[src/rtl/mips_ctrl_pkg.sv]
// Shared encodings for the multicycle MIPS control unit: opcodes, FSM states,
// datapath mux selectors and the decoded control bundle.
package mips_ctrl_pkg;

   localparam logic [5:0] OP_RTYPE = 6'b000000;
   localparam logic [5:0] OP_J     = 6'b000010;
   localparam logic [5:0] OP_JAL   = 6'b000011;
   localparam logic [5:0] OP_BEQ   = 6'b000100;
   localparam logic [5:0] OP_ADDI  = 6'b001000;
   localparam logic [5:0] OP_ANDI  = 6'b001100;
   localparam logic [5:0] OP_ORI   = 6'b001101;
   localparam logic [5:0] OP_LW    = 6'b100011;
   localparam logic [5:0] OP_SW    = 6'b101011;

   localparam logic [5:0] FUNCT_JR = 6'b001000;

   typedef enum logic [3:0] {
      S_FETCH    = 4'd0,
      S_DECODE   = 4'd1,
      S_R_EXEC   = 4'd2,
      S_R_WB     = 4'd3,
      S_I_EXEC   = 4'd4,
      S_I_WB     = 4'd5,
      S_MEM_ADDR = 4'd6,
      S_MEM_RD   = 4'd7,
      S_MEM_WB   = 4'd8,
      S_MEM_WR   = 4'd9,
      S_BRANCH   = 4'd10,
      S_JUMP     = 4'd11,
      S_JR       = 4'd12,
      S_JAL      = 4'd13,
      S_TRAP     = 4'd14
   } state_t;

   typedef enum logic [1:0] {
      ALU_ADD    = 2'b00,
      ALU_SUB    = 2'b01,
      ALU_FUNCT  = 2'b10,
      ALU_OPCODE = 2'b11
   } alu_op_t;

   typedef enum logic [1:0] {
      PC_ALU    = 2'b00,
      PC_ALUOUT = 2'b01,
      PC_JUMP   = 2'b10,
      PC_RS     = 2'b11
   } pc_src_t;

   typedef enum logic [1:0] {
      RD_RT = 2'b00,
      RD_RD = 2'b01,
      RD_RA = 2'b10
   } reg_dst_t;

   typedef enum logic [1:0] {
      WD_ALUOUT = 2'b00,
      WD_MDR    = 2'b01,
      WD_PC     = 2'b10
   } mem_to_reg_t;

   typedef enum logic [1:0] {
      SRCB_RT      = 2'b00,
      SRCB_FOUR    = 2'b01,
      SRCB_IMM     = 2'b10,
      SRCB_IMM_SH2 = 2'b11
   } alu_src_b_t;

   // One-hot instruction class; an all-zero value flags an illegal opcode.
   typedef struct packed {
      logic r_type;
      logic jr;
      logic lw;
      logic sw;
      logic addi;
      logic logic_imm;
      logic beq;
      logic jump;
      logic jal;
   } op_class_t;

   typedef struct packed {
      logic        pc_write;
      logic        pc_write_cond;
      logic        iord;
      logic        mem_read;
      logic        mem_write;
      logic        ir_write;
      reg_dst_t    reg_dst;
      mem_to_reg_t mem_to_reg;
      logic        reg_write;
      logic        alu_src_a;
      alu_src_b_t  alu_src_b;
      alu_op_t     alu_op;
      pc_src_t     pc_source;
   } ctrl_t;

   function automatic logic is_mem_wait_state(input state_t s);
      return (s == S_FETCH) || (s == S_MEM_RD) || (s == S_MEM_WR);
   endfunction

endpackage

[src/rtl/mips_op_classifier.sv]
// Combinational opcode/funct decoder producing a one-hot instruction class
// and an illegal flag for opcodes the control unit does not implement.
module mips_op_classifier
   import mips_ctrl_pkg::*;
#(
   parameter int OPCODE_W = 6
) (
   input  logic [OPCODE_W-1:0] opcode,
   input  logic [OPCODE_W-1:0] funct,
   output op_class_t           op_class,
   output logic                illegal
);

   always_comb begin
      op_class = '0;
      case (opcode)
         OP_RTYPE: begin
            if (funct == FUNCT_JR) begin
               op_class.jr = 1'b1;
            end else begin
               op_class.r_type = 1'b1;
            end
         end
         OP_LW:   op_class.lw        = 1'b1;
         OP_SW:   op_class.sw        = 1'b1;
         OP_ADDI: op_class.addi      = 1'b1;
         OP_ANDI: op_class.logic_imm = 1'b1;
         OP_ORI:  op_class.logic_imm = 1'b1;
         OP_BEQ:  op_class.beq       = 1'b1;
         OP_J:    op_class.jump      = 1'b1;
         OP_JAL:  op_class.jal       = 1'b1;
         default: op_class = '0;
      endcase
   end

   assign illegal = (op_class == '0);

endmodule

[src/rtl/mips_multicycle_control.sv]
// Multicycle MIPS control FSM: sequences each instruction, bounds memory waits
// with a timeout, traps on illegal opcodes and drives all datapath controls.
module mips_multicycle_control
   import mips_ctrl_pkg::*;
#(
   parameter int OPCODE_W    = 6,
   parameter int ALUOP_W     = 2,
   parameter int MEM_TIMEOUT = 15
) (
   input  logic                clk,
   input  logic                rst,
   input  logic [OPCODE_W-1:0] opcode,
   input  logic [OPCODE_W-1:0] funct,
   input  logic                zero,
   input  logic                mem_ready,
   output logic                pc_write,
   output logic                pc_write_cond,
   output logic                iord,
   output logic                mem_read,
   output logic                mem_write,
   output logic                ir_write,
   output logic [1:0]          reg_dst,
   output logic [1:0]          mem_to_reg,
   output logic                reg_write,
   output logic                alu_src_a,
   output logic [1:0]          alu_src_b,
   output logic [ALUOP_W-1:0]  alu_op,
   output logic [1:0]          pc_source,
   output logic                illegal_op,
   output logic                mem_error,
   output logic [3:0]          state_o
);

   localparam int                CNT_W    = $clog2(MEM_TIMEOUT + 1);
   localparam logic [CNT_W-1:0]  CNT_LAST = CNT_W'(MEM_TIMEOUT - 1);

   state_t            state_q, state_d;
   logic [CNT_W-1:0]  wait_cnt_q, wait_cnt_d;
   logic              illegal_q, illegal_d;
   logic              mem_err_q, mem_err_d;
   logic              is_store_q, is_store_d;
   logic              is_logic_q, is_logic_d;

   op_class_t         op_class;
   logic              op_illegal;
   logic              wait_expired;
   ctrl_t             ctrl;
   logic              run;

   // The branch decision on zero is taken in the datapath via pc_write_cond.
   logic              unused_zero;
   assign unused_zero = zero;

   mips_op_classifier #(
      .OPCODE_W (OPCODE_W)
   ) u_classifier (
      .opcode   (opcode),
      .funct    (funct),
      .op_class (op_class),
      .illegal  (op_illegal)
   );

   assign wait_expired = (wait_cnt_q == CNT_LAST) && !mem_ready;

   always_comb begin
      state_d    = state_q;
      illegal_d  = illegal_q;
      mem_err_d  = mem_err_q;
      is_store_d = is_store_q;
      is_logic_d = is_logic_q;
      case (state_q)
         S_FETCH: begin
            if (mem_ready) begin
               state_d = S_DECODE;
            end else if (wait_expired) begin
               state_d   = S_TRAP;
               mem_err_d = 1'b1;
            end
         end
         S_DECODE: begin
            is_store_d = op_class.sw;
            is_logic_d = op_class.logic_imm;
            if (op_illegal) begin
               state_d   = S_TRAP;
               illegal_d = 1'b1;
            end else if (op_class.r_type) begin
               state_d = S_R_EXEC;
            end else if (op_class.jr) begin
               state_d = S_JR;
            end else if (op_class.lw || op_class.sw) begin
               state_d = S_MEM_ADDR;
            end else if (op_class.addi || op_class.logic_imm) begin
               state_d = S_I_EXEC;
            end else if (op_class.beq) begin
               state_d = S_BRANCH;
            end else if (op_class.jump) begin
               state_d = S_JUMP;
            end else begin
               state_d = S_JAL;
            end
         end
         S_R_EXEC:   state_d = S_R_WB;
         S_I_EXEC:   state_d = S_I_WB;
         S_MEM_ADDR: state_d = is_store_q ? S_MEM_WR : S_MEM_RD;
         S_MEM_RD: begin
            if (mem_ready) begin
               state_d = S_MEM_WB;
            end else if (wait_expired) begin
               state_d   = S_TRAP;
               mem_err_d = 1'b1;
            end
         end
         S_MEM_WR: begin
            if (mem_ready) begin
               state_d = S_FETCH;
            end else if (wait_expired) begin
               state_d   = S_TRAP;
               mem_err_d = 1'b1;
            end
         end
         S_R_WB, S_I_WB, S_MEM_WB,
         S_BRANCH, S_JUMP, S_JR, S_JAL: state_d = S_FETCH;
         S_TRAP:     state_d = S_TRAP;
         default:    state_d = S_FETCH;
      endcase
   end

   // Counter measures consecutive stalled cycles within one memory state only.
   always_comb begin
      wait_cnt_d = wait_cnt_q;
      if (state_d != state_q) begin
         wait_cnt_d = '0;
      end else if (is_mem_wait_state(state_q) && !mem_ready) begin
         wait_cnt_d = wait_cnt_q + CNT_W'(1);
      end
   end

   always_ff @(posedge clk or posedge rst) begin
      if (rst) begin
         state_q    <= S_FETCH;
         wait_cnt_q <= '0;
         illegal_q  <= 1'b0;
         mem_err_q  <= 1'b0;
         is_store_q <= 1'b0;
         is_logic_q <= 1'b0;
      end else begin
         state_q    <= state_d;
         wait_cnt_q <= wait_cnt_d;
         illegal_q  <= illegal_d;
         mem_err_q  <= mem_err_d;
         is_store_q <= is_store_d;
         is_logic_q <= is_logic_d;
      end
   end

   always_comb begin
      ctrl = '0;
      case (state_q)
         S_FETCH: begin
            ctrl.mem_read  = 1'b1;
            ctrl.pc_write  = mem_ready;
            ctrl.ir_write  = mem_ready;
            ctrl.alu_src_b = SRCB_FOUR;
         end
         S_DECODE: begin
            ctrl.alu_src_b = SRCB_IMM_SH2;
         end
         S_R_EXEC: begin
            ctrl.alu_src_a = 1'b1;
            ctrl.alu_src_b = SRCB_RT;
            ctrl.alu_op    = ALU_FUNCT;
         end
         S_R_WB: begin
            ctrl.reg_dst   = RD_RD;
            ctrl.reg_write = 1'b1;
         end
         S_I_EXEC: begin
            ctrl.alu_src_a = 1'b1;
            ctrl.alu_src_b = SRCB_IMM;
            ctrl.alu_op    = is_logic_q ? ALU_OPCODE : ALU_ADD;
         end
         S_I_WB: begin
            ctrl.reg_write = 1'b1;
         end
         S_MEM_ADDR: begin
            ctrl.alu_src_a = 1'b1;
            ctrl.alu_src_b = SRCB_IMM;
         end
         S_MEM_RD: begin
            ctrl.mem_read = 1'b1;
            ctrl.iord     = 1'b1;
         end
         S_MEM_WB: begin
            ctrl.mem_to_reg = WD_MDR;
            ctrl.reg_write  = 1'b1;
         end
         S_MEM_WR: begin
            ctrl.mem_write = 1'b1;
            ctrl.iord      = 1'b1;
         end
         S_BRANCH: begin
            ctrl.alu_src_a     = 1'b1;
            ctrl.alu_src_b     = SRCB_RT;
            ctrl.alu_op        = ALU_SUB;
            ctrl.pc_write_cond = 1'b1;
            ctrl.pc_source     = PC_ALUOUT;
         end
         S_JUMP: begin
            ctrl.pc_write  = 1'b1;
            ctrl.pc_source = PC_JUMP;
         end
         S_JR: begin
            ctrl.pc_write  = 1'b1;
            ctrl.pc_source = PC_RS;
         end
         S_JAL: begin
            ctrl.pc_write   = 1'b1;
            ctrl.pc_source  = PC_JUMP;
            ctrl.reg_write  = 1'b1;
            ctrl.reg_dst    = RD_RA;
            ctrl.mem_to_reg = WD_PC;
         end
         default: ctrl = '0;
      endcase
   end

   // Reset masks every output combinationally, even before the next clock edge.
   assign run           = !rst;
   assign pc_write      = run & ctrl.pc_write;
   assign pc_write_cond = run & ctrl.pc_write_cond;
   assign iord          = run & ctrl.iord;
   assign mem_read      = run & ctrl.mem_read;
   assign mem_write     = run & ctrl.mem_write;
   assign ir_write      = run & ctrl.ir_write;
   assign reg_dst       = run ? ctrl.reg_dst : 2'b00;
   assign mem_to_reg    = run ? ctrl.mem_to_reg : 2'b00;
   assign reg_write     = run & ctrl.reg_write;
   assign alu_src_a     = run & ctrl.alu_src_a;
   assign alu_src_b     = run ? ctrl.alu_src_b : 2'b00;
   assign alu_op        = run ? ALUOP_W'(ctrl.alu_op) : '0;
   assign pc_source     = run ? ctrl.pc_source : 2'b00;
   assign illegal_op    = run & illegal_q;
   assign mem_error     = run & mem_err_q;
   assign state_o       = run ? 4'(state_q) : 4'd0;

endmodule
[config.mk]
export PLATFORM = sky130hd
export DESIGN_NAME = mips_multicycle_control
export DESIGN_NICKNAME = d
export VERILOG_FILES = /design/src/rtl/mips_ctrl_pkg.sv /design/src/rtl/mips_op_classifier.sv /design/src/rtl/mips_multicycle_control.sv
export SDC_FILE = /design/constraint.sdc
export NUM_CORES = 1
export LEC_CHECK = 0
export ABC_AREA = 1
export CAP_MARGIN = 20
export CORE_MARGIN = 4
export CORE_UTILIZATION = 30
export CTS_CLUSTER_SIZE = 20
export DETAILED_ROUTE_END_ITERATION = 8
export PLACE_DENSITY_LB_ADDON = 0.08
export RECOVER_POWER = 100
export SYNTH_ARGS = -nofsm -noshare
export SYNTH_HDL_FRONTEND = slang
export SYNTH_SLANG_ARGS = --single-unit
[constraint.sdc]
create_clock -name clk -period 1.6 [get_ports clk]
set_clock_uncertainty 0.05 [all_clocks]
set_input_delay 0.32 -clock clk [delete_from_list [all_inputs] [get_ports clk]]
set_output_delay 0.32 -clock clk [all_outputs]
set_load 0.01 [all_outputs]
==> results.sh <==
export IMPL_rsz0062_at_grt="true"
export IMPL_yosys_top_cells_count="nand2_1, nor2_1, inv_1"
export IMPL_finalHoldWorstSlack_ps=368
export IMPL_path_class="reg -> out"
export IMPL_io_pin_count=40
export IMPL_synth_seq_area_share_pct=26.8
export IMPL_htree_levels=1
export IMPL_cts_buffer_depth=2
export IMPL_violations="setup timing"
export IMPL_cts_tree="done"
export IMPL_cts_hold_fix_buffers=0
export IMPL_syn_avg_cell_area_um2=6.32
export IMPL_grt_pass1_wl_mm=6.41
export IMPL_synth_top_area_share_pct=26.8
export IMPL_synthesis_area_mm2=0.00112
export IMPL_critPathBufInv=2
export IMPL_yosysWarnings=0
export IMPL_worstPathArrival_ps=1430
export IMPL_pwr_share_seq_pct=16.2
export IMPL_synth_fp_nets=195
export IMPL_path_delay_family="flip-flops"
export IMPL_yosysTopAreaCell="dfrtp_1"
export IMPL_netSwitchingFraction_pct=45.1
export IMPL_drc=0
export IMPL_finalSetupViolCount=24
export IMPL_synth_async_sr_flop_share_pct=100
export IMPL_cts_root_buf="clkbuf_8"
export IMPL_cp_slowest_cell="dfrtp_2"
export IMPL_placed_cell_area_mm2=0.00187
export IMPL_drt_iter0_markers=43
export IMPL_max_slew_margin_pct=49.4
export IMPL_hp_class="in -> async"
export IMPL_power_total_mw=3.06
export IMPL_ys_top_cells_by_area="dfrtp_1, nand2_1, nor2_1, inv_1, a21oi_1"
export IMPL_numCtsBuffers=3
export IMPL_clock_sinks=12
export IMPL_dr_pass1_iters=4
export IMPL_max_slew_worst_pin_slew_ps=759
export IMPL_portBuffers=38
export IMPL_fin_nets=290
export IMPL_gp_congestion=0.910
export IMPL_area_growth_pct=92.7
export IMPL_insertion_delay_ps=240
export IMPL_fin_crit_ps=1800
export IMPL_p_per_area_mw_per_mm2=1420
export IMPL_dpl_hpwl_mm=2.84
export IMPL_period_share_pct=112
export IMPL_track_usage_pct=15.7
export IMPL_vias=1482
export IMPL_drv_slew=0
export IMPL_max_freq_mhz=556
export IMPL_dieHeight_um=69.1
export IMPL_grt_pass1_vias=1501
export IMPL_ys_flop_type="dfrtp_1"
export IMPL_worst_slack_ps=-200
export IMPL_outcome="finished, violations left"
export IMPL_synth_most_common_cell="nand2_1"
export IMPL_coreArea_mm2=0.00347
export IMPL_fillers=329
export IMPL_diodes=0
export IMPL_drive_gt1_share_pct=52.8
export IMPL_grt_overflow=0
export IMPL_worstPathMaxFanout=6
export IMPL_start_util_pct=32.3
export IMPL_required_ps=1230
export IMPL_design_area_mm2=0.00216
export IMPL_yosysUniqueCellTypes=33
export IMPL_start_kind="flip-flop"
export IMPL_syn_inst=177
export IMPL_routed_wl_mm=3.87
export IMPL_cpPeakStageDelay_ps=460
export IMPL_pwr_share_comb_pct=72.6
export IMPL_worstPathCellList="buf_6, nor2_4, nand2_1, a31oi_1, buf_2"
export IMPL_synth_edf_count=0
export IMPL_antenna_left=0
export IMPL_antenna_found_initial=0
export IMPL_leakage_nw=1.09
export IMPL_intPower_mw=1.68
export IMPL_fp_dieW_um=69.1
export IMPL_post_route_util_pct=62.2
export IMPL_irDropWorstVdd_mv=0.546
export IMPL_rows=21
export IMPL_critPathCaptureType="output pin"
export IMPL_p_sw_mw=1.38
export IMPL_final_hold_viol_count=0
export IMPL_path_clk_slew_ps=60
export IMPL_die_area_mm2=0.00477
export IMPL_post_drt_wl_per_cell_um=12.2
export IMPL_maxCapViolCount=0
export IMPL_grt_max_degree=13
export IMPL_drt_vias_per_instance=4.68
export IMPL_power_share_clock_pct=11.1
export IMPL_synth_seq_cells=12
export IMPL_preCtsSetupSlack_ps=-549
## timing repair
| item | CTS | global route |
|---|---|---|
| resized for setup | 135 | 31 |
| pin swaps | 22 | 8 |
| setup buffers | 9 | 3 |
| endpoints found under the setup margin | 31 | 30 |
| cloned | 0 | 0 |
## cells in the final DEF, fill, tap and decap left out, types with 3 or more instances in the layout
master and count:
a21oi_1 6, a21oi_2 7, buf_2 20, buf_4 40, buf_6 12, clkbuf_8 4, clkdlybuf4s50_1 12, dfrtp_1 8
dfrtp_2 4, inv_1 20, inv_2 4, inv_4 5, nand2_1 28, nand2_2 9, nand2_4 5, nand3_1 6
nand3_2 4, nand4_1 3, nor2_1 23, nor2_2 5, nor2_4 9, o21ai_0 5
## worst register-to-register path, cell delays in order (launching register included)
cell and delay [ps]:
dfrtp_2 490, nor2_4 200, buf_6 140, nand2_4 60
buf_6 120, nand3_4 130, nand3_4 90, nand3_2 70
nand2_1 50, nand2_1 80, nand2_2 80, nor2_1 120
## routing by layer
metal / global-route usage [%] / vias to the layer above / wire, um
li1: - / 759 / -
met1: 16.6 / 685 / 1550
met2: 30.1 / 32 / 2090
met3: 4.22 / 6 / 179
met4: 4.12 / 0 / 50
met5: 0 / - / 0
## metrics by stage
| stage | cells | TNS (ps) |
|---|---|---|
| after floorplan | 177 | 0 |
| after global placement | 302 | -12140 |
| after detailed placement | 302 | -12730 |
| after CTS | 314 | -2210 |
| after global routing | 317 | -4840 |
| final | 317 | -2830 |
## cells by family (layout without fill, tap and decap cells)
kind of cell    Yosys count  count (layout)  share of synthesized area [%]
xor+xnor                  3               3                           2.35
compound gates           26              26                           13.4
buf+inv                  33             127                           11.4
simple gates            101             101                           43.7
fa+ha+maj                 2               2                           2.24
flops                    12              12                           26.8
## power groups by stage
stage / sequential, mW / combinational, mW / clock (mW)
final: 0.497 / 2.22 / 0.341
after global routing: 0.507 / 2.42 / 0.364
after CTS: 0.494 / 1.99 / 0.351
after detailed placement: 0.449 / 1.66 / 0
after global placement: 0.447 / 1.64 / 0
after floorplan: 0.456 / 0.820 / 0
## registers in the layout, summed over array words and instances, names as in the netlist
name and count:
illegal_q 1, is_logic_q 1, is_store_q 1, mem_err_q 1, state_q 4, wait_cnt_q 4
## final timing paths
kind                             from            end  slack [ps]  depth (start not counted)
setup / recovery           state_q[3]      alu_src_a        -200                          5
hold / removal                    rst  wait_cnt_q[3]         370                          3
setup reg to reg           state_q[0]  wait_cnt_q[0]        -140                         11
hold reg to reg             mem_err_q      mem_err_q         400                          2
max in group asynchronous         rst     state_q[1]         600                          3
min in group clk            mem_err_q      mem_err_q         400                          2
## cell type report
cell class / count / area (um2) / area share, %
multi-input combinational: 132 / 887 / 41.1
inverter: 30 / 130 / 6.04
tap: 46 / 57.6 / 2.67
timing repair buffer: 93 / 721 / 33.4
sequential: 12 / 305 / 14.2
clock buffer: 4 / 55.1 / 2.55
(Power assumes the default switching activity.)
==> RTL change 1: new RTL, same settings <==
`ALUOP_W`: 2 -> 3.
--- a/src/rtl/mips_multicycle_control.sv
+++ b/src/rtl/mips_multicycle_control.sv
@@ -6,3 +6,3 @@
    parameter int OPCODE_W    = 6,
-   parameter int ALUOP_W     = 2,
+   parameter int ALUOP_W     = 3,
    parameter int MEM_TIMEOUT = 15
Ports: changed (resized alu_op); port bits go from 40 to 41. No check against the original RTL was run, so the function may have changed too.
==> RTL change 1 against the unedited design <==
The run still ends with setup timing left; total power rose by 5.3%; wire length is 5.1% higher; critical path type unchanged; final area increased by 3.5%; area after synthesis rose by 1.0%; critical path depth is 1 higher; fmax is 4.2% lower; setup slack worse by 0.079 ns; sequential cell count unchanged; utilization down 1.2 points; die area grew 0.90%; combinational power is 8% higher.
==> RTL change 1: results (changes against the unedited design) <==
[logic_synthesis]
ys_seq_area_share_pct=26.58  ; -0.27 points
synthTopCellsByCount=nand2_1, nor2_1, inv_1, a21oi_1, dfrtp_1
ys_types=34  ; +3.0%
synth_xor_area_share_pct=2.326  ; -0.023 points
synth_area_leaders=dfrtp_1, nand2_1, nor2_1, inv_1, a21oi_1
synth_ff_type=dfrtp_1
synth_nets=197  ; +1.0%
async_flop_share_pct=100.0  ; unchanged
synthAdderAreaFrac_pct=2.215  ; -0.022 points
synthMuxAreaShare_pct=0  ; unchanged
yosysWarningCount=0  ; unchanged
synth-compound-area-share_pct=13.29  ; -0.13 points

[sta]
slew_headroom_pct=52.58  ; +3.2 points
finalSetupTns_ns=-4.523  ; -1.696 ns
finalSetupViolCount=25  ; +4.2%
setup_ws_ns=-0.2790  ; -0.07930 ns

[placed_design]
place_congestion=0.7850  ; -14%
portBuffers=38  ; unchanged
dpl_cell_area_mm2=0.001856  ; -0.87%
dpl.hpwl_um=2835  ; about the same

[global_route]
met1_usage_pct=17.35  ; +0.75 points
grt_start_max_net_pins=13  ; unchanged
grt_use_met3_pct=3.478  ; -0.74 points
grt_pass1_wl_um=6568  ; +2.5%
antenna_found_initial=0  ; unchanged
groute.layer.met2.usage_pct=30.72  ; +0.64 points
grt_usage_pct=16.38  ; +0.70 points
grt_pass1_vias=1548  ; +3.1%

[critical_path]
cp_max_fo=4  ; -2
arrival_ns=1.51  ; +0.08 ns

[power]
switching_share_pct=44.46  ; -0.66 points
ir_worst_vdd_mv=0.4921  ; -9.8%
p_leak_nw=1.123  ; +2.6%

[route]
drt_iter0_drc=32  ; -26%
totalWireLength_um=4066  ; +5.1%
dr.pass1.iters=5  ; +1
avgViaCountPerCell=4.648  ; -0.57%

[cts]
clock-root-buffer=clkbuf_8
h-tree-depth=1  ; unchanged
clockBufferDepth=2  ; unchanged
clk_latency_ns=0.25
clk_pin_slew_ns=0.06  ; about the same
cts_made_buffers=3  ; unchanged

[run_status]
status=complete, but fails checks
violations=setup timing

[finish]
largestRegisters=state_q x4, wait_cnt_q x4
nFillCells=319  ; -3.0%
antennaDiodeCount=0  ; unchanged
final_layout_size_suffix_gt1_share_pct=53.05  ; +0.28 points
nets=298  ; +2.8%
syn_to_final_growth_pct=97.45

[hold_path]
hold_path.class=input port to asynchronous set/reset pin

-- RTL change 1: per-layer routing --
| layer | wire length [um] | vias to the layer above | part of all wire (%) |
|---|---|---|---|
| li1 | - | 766 | - |
| met4 | 84 | 0 | 2.1 |
| met2 | 2257 | 45 | 56 |
| met3 | 182 | 8 | 4.5 |
| met5 | 0 | - | 0 |
| met1 | 1542 | 701 | 38 |
-- RTL change 1: logic make-up after synthesis --
| family | count (synthesis) |
|---|---|
| and+or+nand+nor | 101 |
| buffers and inverters | 34 |
| AOI/OAI and AO/OA | 26 |
| DFF | 12 |
| xor gates and xnor gates | 3 |
| adders and majority gates | 2 |
| other | 1 |
-- RTL change 1: through the flow --
stage / power (mW) / std cells / setup WS (ns) / hold slack, ns
after floorplan: 1.279 / 179 / 0.002071 / 0.1429
after global placement: 2.035 / 302 / -0.4739 / 0.3922
after detailed placement: 2.069 / 302 / -0.5283 / 0.3924
after CTS: 2.871 / 323 / -0.2514 / 0.3164
after global routing: 3.421 / 327 / -0.3225 / 0.4413
final: 3.221 / 327 / -0.2790 / 0.3882
-- RTL change 1: timing repair --
item,in CTS,in global routing
pin swaps,17,16
buffers inserted,18,4
setup endpoints to repair,31,32
endpoints found under the hold margin,0,0
resized for setup,128,37
-- RTL change 1: power by group through the flow --
stage / Clock (mW) / Sequential [mW] / Combinational (mW)
after floorplan: 0 / 0.456 / 0.823
after global placement: 0 / 0.444 / 1.59
after detailed placement: 0 / 0.451 / 1.62
after CTS: 0.348 / 0.466 / 2.06
after global routing: 0.369 / 0.486 / 2.57
final: 0.344 / 0.476 / 2.40
-- RTL change 1: worst paths after layout --
kind                       slack (ns)                   endpoint                   from  cells past startpoint
hold reg to reg                  0.40      mem_err_q$_DFFE_PP0P_  mem_err_q$_DFFE_PP0P_                      2
setup reg to reg                -0.23  wait_cnt_q[2]$_DFFE_PP0P_   state_q[0]$_DFF_PP0_                     12
min in group clk                 0.40      mem_err_q$_DFFE_PP0P_  mem_err_q$_DFFE_PP0P_                      2
setup / recovery                -0.28                  alu_src_a   state_q[0]$_DFF_PP0_                      6
max in group asynchronous        0.61       state_q[2]$_DFF_PP0_                    rst                      3
hold / removal                   0.39       state_q[0]$_DFF_PP0_                    rst                      3
-- RTL change 1: cell type report --
cell class	instances	area share, %
clock buffer	4	2.468
inverter	30	5.552
multi-input combinational	133	39.60
sequential	12	13.68
tap	48	2.692
timing repair buffer	100	36.01
-- RTL change 1: critical path: stages (launching register included) --
cell     delay [ns]
dfrtp_2        0.47
buf_6          0.14
nor2_4         0.13
buf_6          0.14
nand2_4        0.04
a31oi_1        0.17
buf_2          0.16
==> RTL change 2: new RTL, same settings <==
Without the edit above. Register the output `mem_error`, with the module's reset; this adds one clock of latency there. The other outputs are not delayed to match.
--- a/src/rtl/mips_multicycle_control.sv
+++ b/src/rtl/mips_multicycle_control.sv
@@ -242,3 +242,9 @@
    assign illegal_op    = run & illegal_q;
-   assign mem_error     = run & mem_err_q;
+   always_ff @(posedge clk or posedge rst) begin
+      if (rst) begin
+         mem_error <= '0;
+      end else begin
+         mem_error <= run & mem_err_q;
+      end
+   end
    assign state_o       = run ? 4'(state_q) : 4'd0;
Behaviour: same outputs for any inputs over 10 cycles, from zero or initial values and one cycle with rst high; that may be too few to reach the edited logic, so the function may still have changed.
==> RTL change 2 against the unedited design <==
The flow still finishes with violations (setup timing); hold slack got worse by 0.0030 ns; sequential cell count rose by 1; first-iteration DRC count rose by 65%; final area rose by 18%; largest power group unchanged; sequential share of layout area fell by 1.2 points; critical path depth rose by 7; setup slack got worse by 0.054 ns; area after synthesis rose by 18%; via count rose by 13%; global-route usage rose by 1.9 points; wire length rose by 17%; total power rose by 27%; non-clock buffer count rose by 18.
==> RTL change 2: results (changes against the unedited design) <==
[logic_synthesis]
synth_nets=224  ; +15%
synth_area_leaders=dfrtp_1, nand2_1, nor2_1, nand3_1, inv_1
synthTopCellsByCount=nand2_1, nor2_1, inv_1, nand3_1, dfrtp_1
syn_inst=206  ; +16%
ys_seq_area_share_pct=24.71  ; -2.1 points

[sta]
finalSetupViolCount=29  ; +21%
slew_headroom_pct=56.11  ; +6.7 points
setup_ws_ns=-0.2539  ; -0.05427 ns

[critical_path]
cp_max_fo=5  ; -1
r2r_cells=12  ; +1
arrival_ns=1.97  ; +0.54 ns
crit_family=simple AND/OR/NAND/NOR gates

[route]
avgViaCountPerCell=4.567  ; -2.3%
totalWireLength_um=4541  ; +17%

[run_status]
violations=setup timing
status=complete, but fails checks

[placed_design]
placed_cells=351  ; +16%
dpl.hpwl_um=3468  ; +22%
dpl_cell_area_mm2=0.002201  ; +18%
place_congestion=0.8707  ; -4.3%

[finish]
multiInputGateArea_mm2=0.001060  ; +19%
multi_input_cells=158  ; +20%
final_cells=367  ; +16%
seq_share_pct=12.99  ; -1.2 points
nets=336  ; +16%
final_layout_size_suffix_gt1_share_pct=57.41  ; +4.6 points
nFillCells=395  ; +20%
post-route-util_pct=61.78  ; -0.38 points
n_all_inverters=31  ; +3.3%
nNonClkBuffers=111  ; +19%
seq_cell_count=13  ; +1
clk_share_pct=1.772  ; -0.78 points

[global_route]
groute.layer.met2.usage_pct=32.68  ; +2.6 points
grt_pass1_wl_um=7583  ; +18%
met1_usage_pct=21.45  ; +4.9 points
grt_pass1_vias=1701  ; +13%
grt_usage_pct=17.59  ; +1.9 points
grt_start_max_net_pins=16  ; +3

[floorplan]
die_x_um=74.24  ; +7.5%

[power]
ir_worst_vdd_mv=0.8264  ; +51%

[cts]
cts_resized=133  ; -1.5%

## RTL change 2: cell types whose count changed in the layout (fill, tap and decap cells not counted), moves of 3 or more
cell	before	now
nand3_1	6	14
buf_6	12	23
a21oi_1	6	2
nand2_1	28	38
nor3_2	2	6
nor2_2	5	11
buf_4	40	50
nand2_4	5	8
nand2_2	9	15
## RTL change 2: power by group
part           internal (mW)  switching, mW
Sequential             0.402         0.0981
Clock                  0.176          0.119
Combinational           1.53           1.56
## RTL change 2: worst paths after layout
path                                             from                         to  slack [ns]
worst max-delay path             state_q[0]$_DFF_PP0_  wait_cnt_q[0]$_DFFE_PP0P_       -0.25
worst min-delay path                              rst     is_logic_q$_DFFE_PP0P_        0.37
worst max register to register   state_q[0]$_DFF_PP0_  wait_cnt_q[0]$_DFFE_PP0P_       -0.25
worst min register to register  illegal_q$_DFFE_PP0P_      illegal_q$_DFFE_PP0P_        0.40
max in group asynchronous                         rst       state_q[3]$_DFF_PP0_        0.29
min in group clk                illegal_q$_DFFE_PP0P_      illegal_q$_DFFE_PP0P_        0.40
## RTL change 2: kinds of logic (layout without fill, tap and decap cells)
family | Yosys count | in the layout | share of synthesized area [%]
buffers and inverters | 35 | 146 | 11.03
adders and majority gates | 2 | 2 | 1.901
AOI/OAI and AO/OA | 19 | 19 | 8.366
DFF | 13 | 13 | 24.71
and+or+nand+nor | 134 | 134 | 52.00
xor gates and xnor gates | 3 | 3 | 1.997
## RTL change 2: routing by layer
metal,vias up,share of wire (%),wire [um]
met5,-,0,0
met4,0,0.44,20
met3,4,2.7,121
met2,18,53,2420
met1,784,44,1979
li1,870,-,-
## RTL change 2: worst min-delay path, stage by stage
cell	delay (ns)
dlygate4sd2_1	0.32
clkbuf_1	0.21
inv_1	0.14
